$ cat src/rtl/pwm_duty_selector.sv
// Registered N-channel duty selector for the PWM dimmer; updates only on PWM period boundaries.
// Optional macro MUX_FADE_EN: output slews toward the selected duty by at most FADE_STEP per period.
module pwm_duty_selector #(
    parameter int unsigned WIDTH     = 4,
    parameter int unsigned CHANNELS  = 4,
    parameter int unsigned SEL_W     = 2,
    parameter int unsigned DWELL     = 100,
    parameter int unsigned FADE_STEP = 1
) (
    input  logic                      clk,
    input  logic                      reset_n,
    input  logic [CHANNELS*WIDTH-1:0] data_in,
    input  logic [SEL_W-1:0]          sel,
    input  logic                      auto_en,
    input  logic                      period_end,
    output logic [WIDTH-1:0]          duty_out,
    output logic [SEL_W-1:0]          cur_ch,
    output logic                      switched
);

    localparam int unsigned CNT_W = $clog2(DWELL) + 1;

    // Reject configurations the datapath cannot represent.
    generate
        if (CHANNELS < 2 || CHANNELS > 16 || SEL_W != $clog2(CHANNELS) ||
            DWELL < 1 || DWELL > 65535 || FADE_STEP < 1) begin : g_bad_param
            $error("pwm_duty_selector: illegal parameter combination");
        end
    endgenerate

    logic [WIDTH-1:0] duty_q,   duty_d;
    logic [SEL_W-1:0] cur_ch_q, cur_ch_d;
    logic [CNT_W-1:0] cnt_q,    cnt_d;
    logic             switched_q, switched_d;
    logic [WIDTH-1:0] target;

    function automatic logic [WIDTH-1:0] slice_of(input logic [SEL_W-1:0]          ch,
                                                  input logic [CHANNELS*WIDTH-1:0] d);
        logic [WIDTH-1:0] s;
        s = '0;
        for (int unsigned k = 0; k < CHANNELS; k++) begin
            if (ch == SEL_W'(k)) s = d[k*WIDTH +: WIDTH];
        end
        return s;
    endfunction

`ifdef MUX_FADE_EN
    logic [31:0] tgt_w, cur_w;
`endif

    // Next-state: everything advances only on a period_end strobe.
    always_comb begin
        cur_ch_d = cur_ch_q;
        cnt_d    = cnt_q;
        duty_d   = duty_q;
        target   = '0;
`ifdef MUX_FADE_EN
        tgt_w    = '0;
        cur_w    = '0;
`endif
        if (period_end) begin
            if (auto_en) begin
                if (cnt_q == CNT_W'(DWELL - 1)) begin
                    cnt_d    = '0;
                    cur_ch_d = (cur_ch_q == SEL_W'(CHANNELS - 1)) ? '0 : cur_ch_q + SEL_W'(1);
                end else begin
                    cnt_d = cnt_q + CNT_W'(1);
                end
            end else begin
                cnt_d = '0;
                if (32'(sel) < CHANNELS) cur_ch_d = sel;
            end
            target = slice_of(cur_ch_d, data_in);
`ifdef MUX_FADE_EN
            // Slew toward target; the step never passes it, so no wrap is possible.
            tgt_w = 32'(target);
            cur_w = 32'(duty_q);
            if (tgt_w > cur_w) begin
                duty_d = (tgt_w - cur_w <= FADE_STEP) ? target : WIDTH'(cur_w + FADE_STEP);
            end else begin
                duty_d = (cur_w - tgt_w <= FADE_STEP) ? target : WIDTH'(cur_w - FADE_STEP);
            end
`else
            duty_d = target;
`endif
        end
        switched_d = period_end && (cur_ch_d != cur_ch_q);
    end

    always_ff @(posedge clk or negedge reset_n) begin
        if (!reset_n) begin
            duty_q     <= '0;
            cur_ch_q   <= '0;
            cnt_q      <= '0;
            switched_q <= 1'b0;
        end else begin
            duty_q     <= duty_d;
            cur_ch_q   <= cur_ch_d;
            cnt_q      <= cnt_d;
            switched_q <= switched_d;
        end
    end

    assign duty_out = duty_q;
    assign cur_ch   = cur_ch_q;
    assign switched = switched_q;

endmodule

$ cat config.mk
export PLATFORM = sky130hd
export DESIGN_NAME = pwm_duty_selector
export DESIGN_NICKNAME = d
export VERILOG_FILES = /design/src/rtl/pwm_duty_selector.sv
export SDC_FILE = /design/constraint.sdc
export NUM_CORES = 1
export LEC_CHECK = 0
export CORE_MARGIN = 2
export CORE_UTILIZATION = 25
export CTS_CLUSTER_DIAMETER = 50
export DETAILED_ROUTE_END_ITERATION = 8
export SYNTH_ARGS = -nofsm -noshare
export SYNTH_HDL_FRONTEND = slang
export SYNTH_SLANG_ARGS = --single-unit
export TNS_END_PERCENT = 20
$ cat constraint.sdc
create_clock -name clk -period 3.6 [get_ports clk]
set_input_delay 0.72 -clock clk [delete_from_list [all_inputs] [get_ports clk]]
set_output_delay 0.72 -clock clk [all_outputs]
set_load 0.05 [all_outputs]
==> impl_metrics.json, run 1 <==
{
  "outcome": "finished clean",
  "grt_usage_pct": 11.00,
  "yosysUniqueCellTypes": 32,
  "cts-buffers-inserted": 3,
  "core_sq_mm": 0.003689,
  "critical_path_required_ns": 3.74,
  "cp.arrival_ns": 2.94,
  "ys_seq_elements": 15,
  "detailroute.wirelength.met2_mm": 1.113,
  "hold_violations": 0,
  "post-route-cell-area_sq_mm": 0.001328,
  "dr.pass1.iters": 4,
  "highest_layer": "met4",
  "area_delta_synth_final_pct": 37.08,
  "path_delay_family": "simple AND/OR/NAND/NOR gates",
  "max_stage_delay_ns": 0.63,
  "worstPathCellList": "clkdlybuf4s50_1 > mux2_2 > or4_4 > and2_4 > a211o_1 > a31o_1",
  "antenna_found_initial": 0,
  "fp.dieW_um": 66.24,
  "maxCapViolCount": 0,
  "htree_levels": 1,
  "die-area_sq_mm": 0.004388,
  "grt_overflow": 0,
  "wl_mm": 2.315,
  "fin_tns_setup_ns": 0,
  "syn-cell-area_sq_um": 968.4,
  "clk_pin_slew_ns": 0.06,
  "synth_nets": 121,
  "rsz0062_at_grt": "no",
  "vias_per_cell": 4.879,
  "period_minus_slack_ns": 2.797,
  "min_path_type": "flop to flop",
  "rows": 22,
  "ant_nets": 0,
  "grt_pass1_vias": 827,
  "start_util_pct": 26.26,
  "gp_congestion": 0.7258,
  "cpMaxStageDelayCell": "clkdlybuf4s50_1",
  "worst-path-buf-inv": 1,
  "drtIter0Drc": 36,
  "dp_hpwl_mm": 1.818,
  "cp-start-kind": "primary input",
  "grt_max_degree": 19,
  "clockBufferDepth": 2,
  "skew_ns": 0.002002,
  "synthArstFlopShare_pct": 100.0,
  "insertion_delay_ns": 0.25,
  "vias": 844,
  "cts_resized": 0,
  "finalNetCount": 150,
  "synth-edff-count": 0,
  "ctsHoldBuffers": 0,
  "drt-wirelength-per-cell_um": 13.38,
  "layout-drive-gt1-share_pct": 8.800,
  "synth-seq-area-share_pct": 38.76,
  "tightest_slew_ns": 0.6850,
  "p_per_area_mw_per_mm2": 400.0,
  "syn_avg_cell_area_sq_um": 9.984,
  "wl_met3_um": 51,
  "drc": 0,
  "end_kind": "flop",
  "slew_violations": 0,
  "layout_commonest_cell": "clkdlybuf4s50_1",
  "placed_area_sq_mm": 0.001282,
  "path_class": "primary input to flop",
  "post-cts-setup-buffer-count": 0,
  "num-fill-cells": 373,
  "yosysWarnings": 0,
  "slew_headroom_pct": 54.19,
  "port_buffers": 28,
  "die_h_um": 66.24,
  "clockRootBuffer": "clkbuf_8",
  "layout_common_cells": "clkdlybuf4s50_1 (28), dfrtp_1 (15), a21boi_0 (8), a211o_1 (8), nor2b_1 (7)",
  "io_pins": 29,
  "setup-violations-final": 0,
  "fin_crit_sh_pct": 77.69,
  "insertedDiodeCount": 0,
  "p_leak_nw": 0.5103,
  "cts_tree": "built",
  "clock_sinks": 15,
  "synth_ff_type": "dfrtp_1",
  "grt_pass1_wl_mm": 3.663,
  "synth_cells": 97,
  "wl_met1_mm": 1.072,
  "crit_fanout": 10,
  "max_freq_mhz": 357.5,
  "max-vdd-ir-drop_v": 0.00008856
}
-- cells in the mapped netlist, drive strengths merged, types with 2 or more instances --
| cell type | n | area (sq um) |
|---|---|---|
| a211o | 8 | 70.07 |
| a21boi | 8 | 60.06 |
| a21oi | 4 | 20.02 |
| a31o | 5 | 43.79 |
| buf | 2 | 22.52 |
| clkbuf | 3 | 11.26 |
| dfrtp | 15 | 375.4 |
| ha | 2 | 25.02 |
| mux2 | 3 | 33.78 |
| mux2i | 2 | 20.02 |
| nand2 | 4 | 15.01 |
| nand3 | 3 | 15.01 |
| nor2 | 3 | 11.26 |
| nor2b | 7 | 43.79 |
| o21ai | 8 | 40.04 |
| o31ai | 3 | 22.52 |
| or4 | 2 | 18.77 |
| xnor2 | 3 | 26.28 |
| xor2 | 2 | 17.52 |
-- layer usage --
metal | track usage (%) | up-vias
li1 | - | 419
met5 | 0 | -
met4 | 7.653 | 0
met1 | 13.58 | 403
met2 | 17.50 | 15
met3 | 1.533 | 7
-- state kept, by name, indices dropped and copies added, names as in the netlist --
| signal | cells |
|---|---|
| cnt_q | 8 |
| duty_out | 4 |
| cur_ch | 2 |
| switched | 1 |
-- metrics by stage --
stage	hold WS (ns)	setup slack (ns)	utilization, %	total power [mW]	std cells
6_report	0.5387	0.8031	35.99	0.5310	173
5_1_grt	0.5645	0.7590	35.99	0.5608	173
4_1_cts	0.5435	0.8164	35.99	0.5372	173
3_5_place_dp	0.5323	0.5485	34.77	0.3981	169
3_3_place_gp	0.5154	0.5870	34.77	0.3971	169
2_1_floorplan	0.4244	0.8878	-	0.3272	97
-- logic make-up after synthesis --
group | count (synthesis) | share of synthesized area, %
AOI/OAI and AO/OA | 38 | 28.04
xor gates and xnor gates | 5 | 4.523
adders and majority gates | 2 | 2.584
buffers and inverters | 6 | 3.875
DFF | 15 | 38.76
muxes | 5 | 5.555
and+or+nand+nor | 26 | 16.67
-- area by class of cell --
cell class	instances	area, sq um	area share (%)
Multi-Input combinational cell	76	555.5	41.85
Sequential cell	15	375.4	28.28
Timing Repair Buffer	29	287.8	21.68
Tap cell	48	60.06	4.524
Clock buffer	4	45.04	3.393
Inverter	1	3.754	0.2828
-- worst reg2reg max path: cells and delay by family, from the launching register on --
kind,cells,cell delay [ns]
simple gates,3,1.35
compound gates,2,0.52
flops,1,0.43
-- power by group --
| group | switching (mW) | total (mW) | internal [mW] |
|---|---|---|---|
| clock network | 0.0582 | 0.137 | 0.0785 |
| logic | 0.104 | 0.191 | 0.0864 |
| registers | 0.0170 | 0.204 | 0.187 |
| total | 0.180 | 0.531 | 0.351 |
-- path summary, 6_finish.rpt --
path                          start     endpoint  slack (ns)  cells past startpoint
min in group asynchronous   reset_n  duty_out[2]        0.88                      1
max reg2reg                cnt_q[2]  duty_out[1]        1.20                      5
min reg2reg                cnt_q[4]     cnt_q[4]        0.54                      1
max in group asynchronous   reset_n     cnt_q[3]        2.28                      1
min                        cnt_q[4]     cnt_q[4]        0.54                      1
max                         auto_en  duty_out[1]        0.80                      6
No activity file was read; power rests on OpenSTA's default activity.
==> run 2: changes to the inputs <==
- clock period: 3.6 -> 2.7 ns (I/O delays scaled with it)
==> run 2 against run 1 <==
Effect of this change:
- sequential share of layout area shrank 0.32 points
- critical path depth is the same
- design area grew 1.1%
- largest cell class unchanged
- die area is the same
- largest power group unchanged
- clock skew grew 0.00084 ns
- first-iteration DRC count grew 19%
- combinational power grew 35%
- utilization grew 0.41 points
==> impl_metrics.json, run 2 (synthesis gave the netlist of run 1 again) <==
{
  "slew_violations": 0,
  "timing.hold.ws_ns": 0.5245,
  "finalNetCount": 152,
  "grt_overflow": 0,
  "min_path_type": "flop to flop",
  "drtIter0Drc": 43,
  "post-route-cell-area_sq_mm": 0.001343,
  "wl_mm": 2.386,
  "antenna_found_initial": 0,
  "insertedDiodeCount": 0,
  "rsz0062_at_grt": "no",
  "start_util_pct": 26.26,
  "path_delay_family": "simple AND/OR/NAND/NOR gates",
  "worstPathCellList": "clkdlybuf4s50_1 > mux2_2 > or4_4 > and2_4 > a211o_1 > a31o_1",
  "grt_max_degree": 16,
  "die_h_um": 66.24,
  "clockRootBuffer": "clkbuf_8",
  "outcome": "finished clean",
  "cp.arrival_ns": 2.51,
  "fin_tns_setup_ns": 0,
  "rows": 22,
  "post-cts-setup-buffer-count": 0,
  "hp-start": "cnt_q[0]",
  "cpMaxStageDelayCell": "clkdlybuf4s50_1",
  "insertion_delay_ns": 0.25,
  "maxCapViolCount": 0,
  "path_class": "primary input to flop",
  "layout-drive-gt1-share_pct": 10.24,
  "rr_startpoint": "cnt_q[2]",
  "rrSetupSlack_ns": 0.35,
  "cts_tree": "built",
  "layout_commonest_cell": "clkdlybuf4s50_1",
  "vias_per_cell": 4.983,
  "ctsHoldBuffers": 0,
  "p_per_area_mw_per_mm2": 530.7,
  "vias": 872,
  "grt_usage_pct": 11.51,
  "p_leak_nw": 0.5192,
  "placed_area_sq_mm": 0.001297,
  "reg2regPathDepth": 5,
  "grt_pass1_wl_mm": 3.836,
  "holdPathStages": 1,
  "core_sq_mm": 0.003689,
  "setup-violations-final": 0,
  "critical_path_required_ns": 2.84,
  "seq_area_sq_um": 375.4,
  "crit_fanout": 10,
  "tightest_slew_ns": 0.7098,
  "area_delta_synth_final_pct": 38.63,
  "largest_register_ffs": 8,
  "clock_sinks": 15,
  "multi_input_area_sq_um": 555.5,
  "max_freq_mhz": 421.6,
  "clk_pin_slew_ns": 0.06,
  "post-route-util_pct": 36.40,
  "port_buffers": 28,
  "worst-path-buf-inv": 1,
  "htree_levels": 1,
  "dr.pass1.iters": 4,
  "ant_nets": 0,
  "clockBufferDepth": 2,
  "skew_ns": 0.002842,
  "slew_headroom_pct": 52.53,
  "cts-buffers-inserted": 3,
  "cts_resized": 0,
  "end_kind": "flop",
  "gp_congestion": 0.7666,
  "max_stage_delay_ns": 0.49,
  "hold_violations": 0,
  "fp.dieW_um": 66.24,
  "drt-wirelength-per-cell_um": 13.63,
  "layout_common_cells": "clkdlybuf4s50_1 (28), dfrtp_1 (15), a21boi_0 (8), a211o_1 (8), nor2b_1 (7)",
  "min_to": "cnt_q[0]",
  "reg2reg_to": "duty_out[1]",
  "cp-start-kind": "primary input",
  "drc": 0,
  "grt_pass1_vias": 843,
  "period_minus_slack_ns": 2.372,
  "die-area_sq_mm": 0.004388,
  "regMostFlops": "cnt_q",
  "max-vdd-ir-drop_v": 0.0001643,
  "power_uw": 712.4,
  "num-fill-cells": 386,
  "io_pins": 29,
  "fin_crit_sh_pct": 87.84
}
run 2: changes by cell type in the layout (fill, tap and decap cells not counted):
cell   change
buf_4      +2
run 2: cell type report:
cell class	instances	area share, %
clock buffer	4	3.355
multi-input combinational	76	41.38
tap	48	4.473
timing repair buffer	31	22.55
inverter	1	0.2796
sequential	15	27.96
run 2: worst max-delay path by stage:
| stage | startpoint | to | cells past startpoint |
|---|---|---|---|
| 2_1_floorplan | cur_ch[0] | duty_out[0] | 8 |
| 4_1_cts | auto_en | duty_out[1] | 6 |
| 5_1_grt | auto_en | duty_out[3] | 6 |
| 3_5_place_dp | auto_en | duty_out[1] | 6 |
| 3_3_place_gp | auto_en | duty_out[0] | 6 |
| 6_report | auto_en | duty_out[1] | 6 |
run 2: worst reg2reg max path, stage by stage (launching register included):
cell	delay [ns]
dfrtp_1	0.44
or4b_1	0.55
or4_4	0.53
and2_4	0.21
a211o_1	0.30
a31o_1	0.22
run 2: per-layer routing:
metal,GRT usage (%),share of wire (%),up-vias
met2,18.25,51,23
met4,6.888,2.4,0
met5,0,0,-
li1,-,-,424
met1,15.34,44,420
met3,0.5111,2.8,5
run 2: report_power, final:
part / leakage [nW] / total, mW / switching [mW] / internal [mW]
clock: 0.0228 / 0.184 / 0.0794 / 0.105
combinational: 0.303 / 0.258 / 0.141 / 0.117
sequential: 0.193 / 0.271 / 0.0221 / 0.249
run 2: stage by stage:
| stage | setup slack [ns] | instances |
|---|---|---|
| 3_3_place_gp | 0.08524 | 171 |
| 4_1_cts | 0.3325 | 175 |
| 3_5_place_dp | 0.08263 | 171 |
| 6_report | 0.3283 | 175 |
| 5_1_grt | 0.2692 | 175 |
| 2_1_floorplan | 0.03440 | 97 |
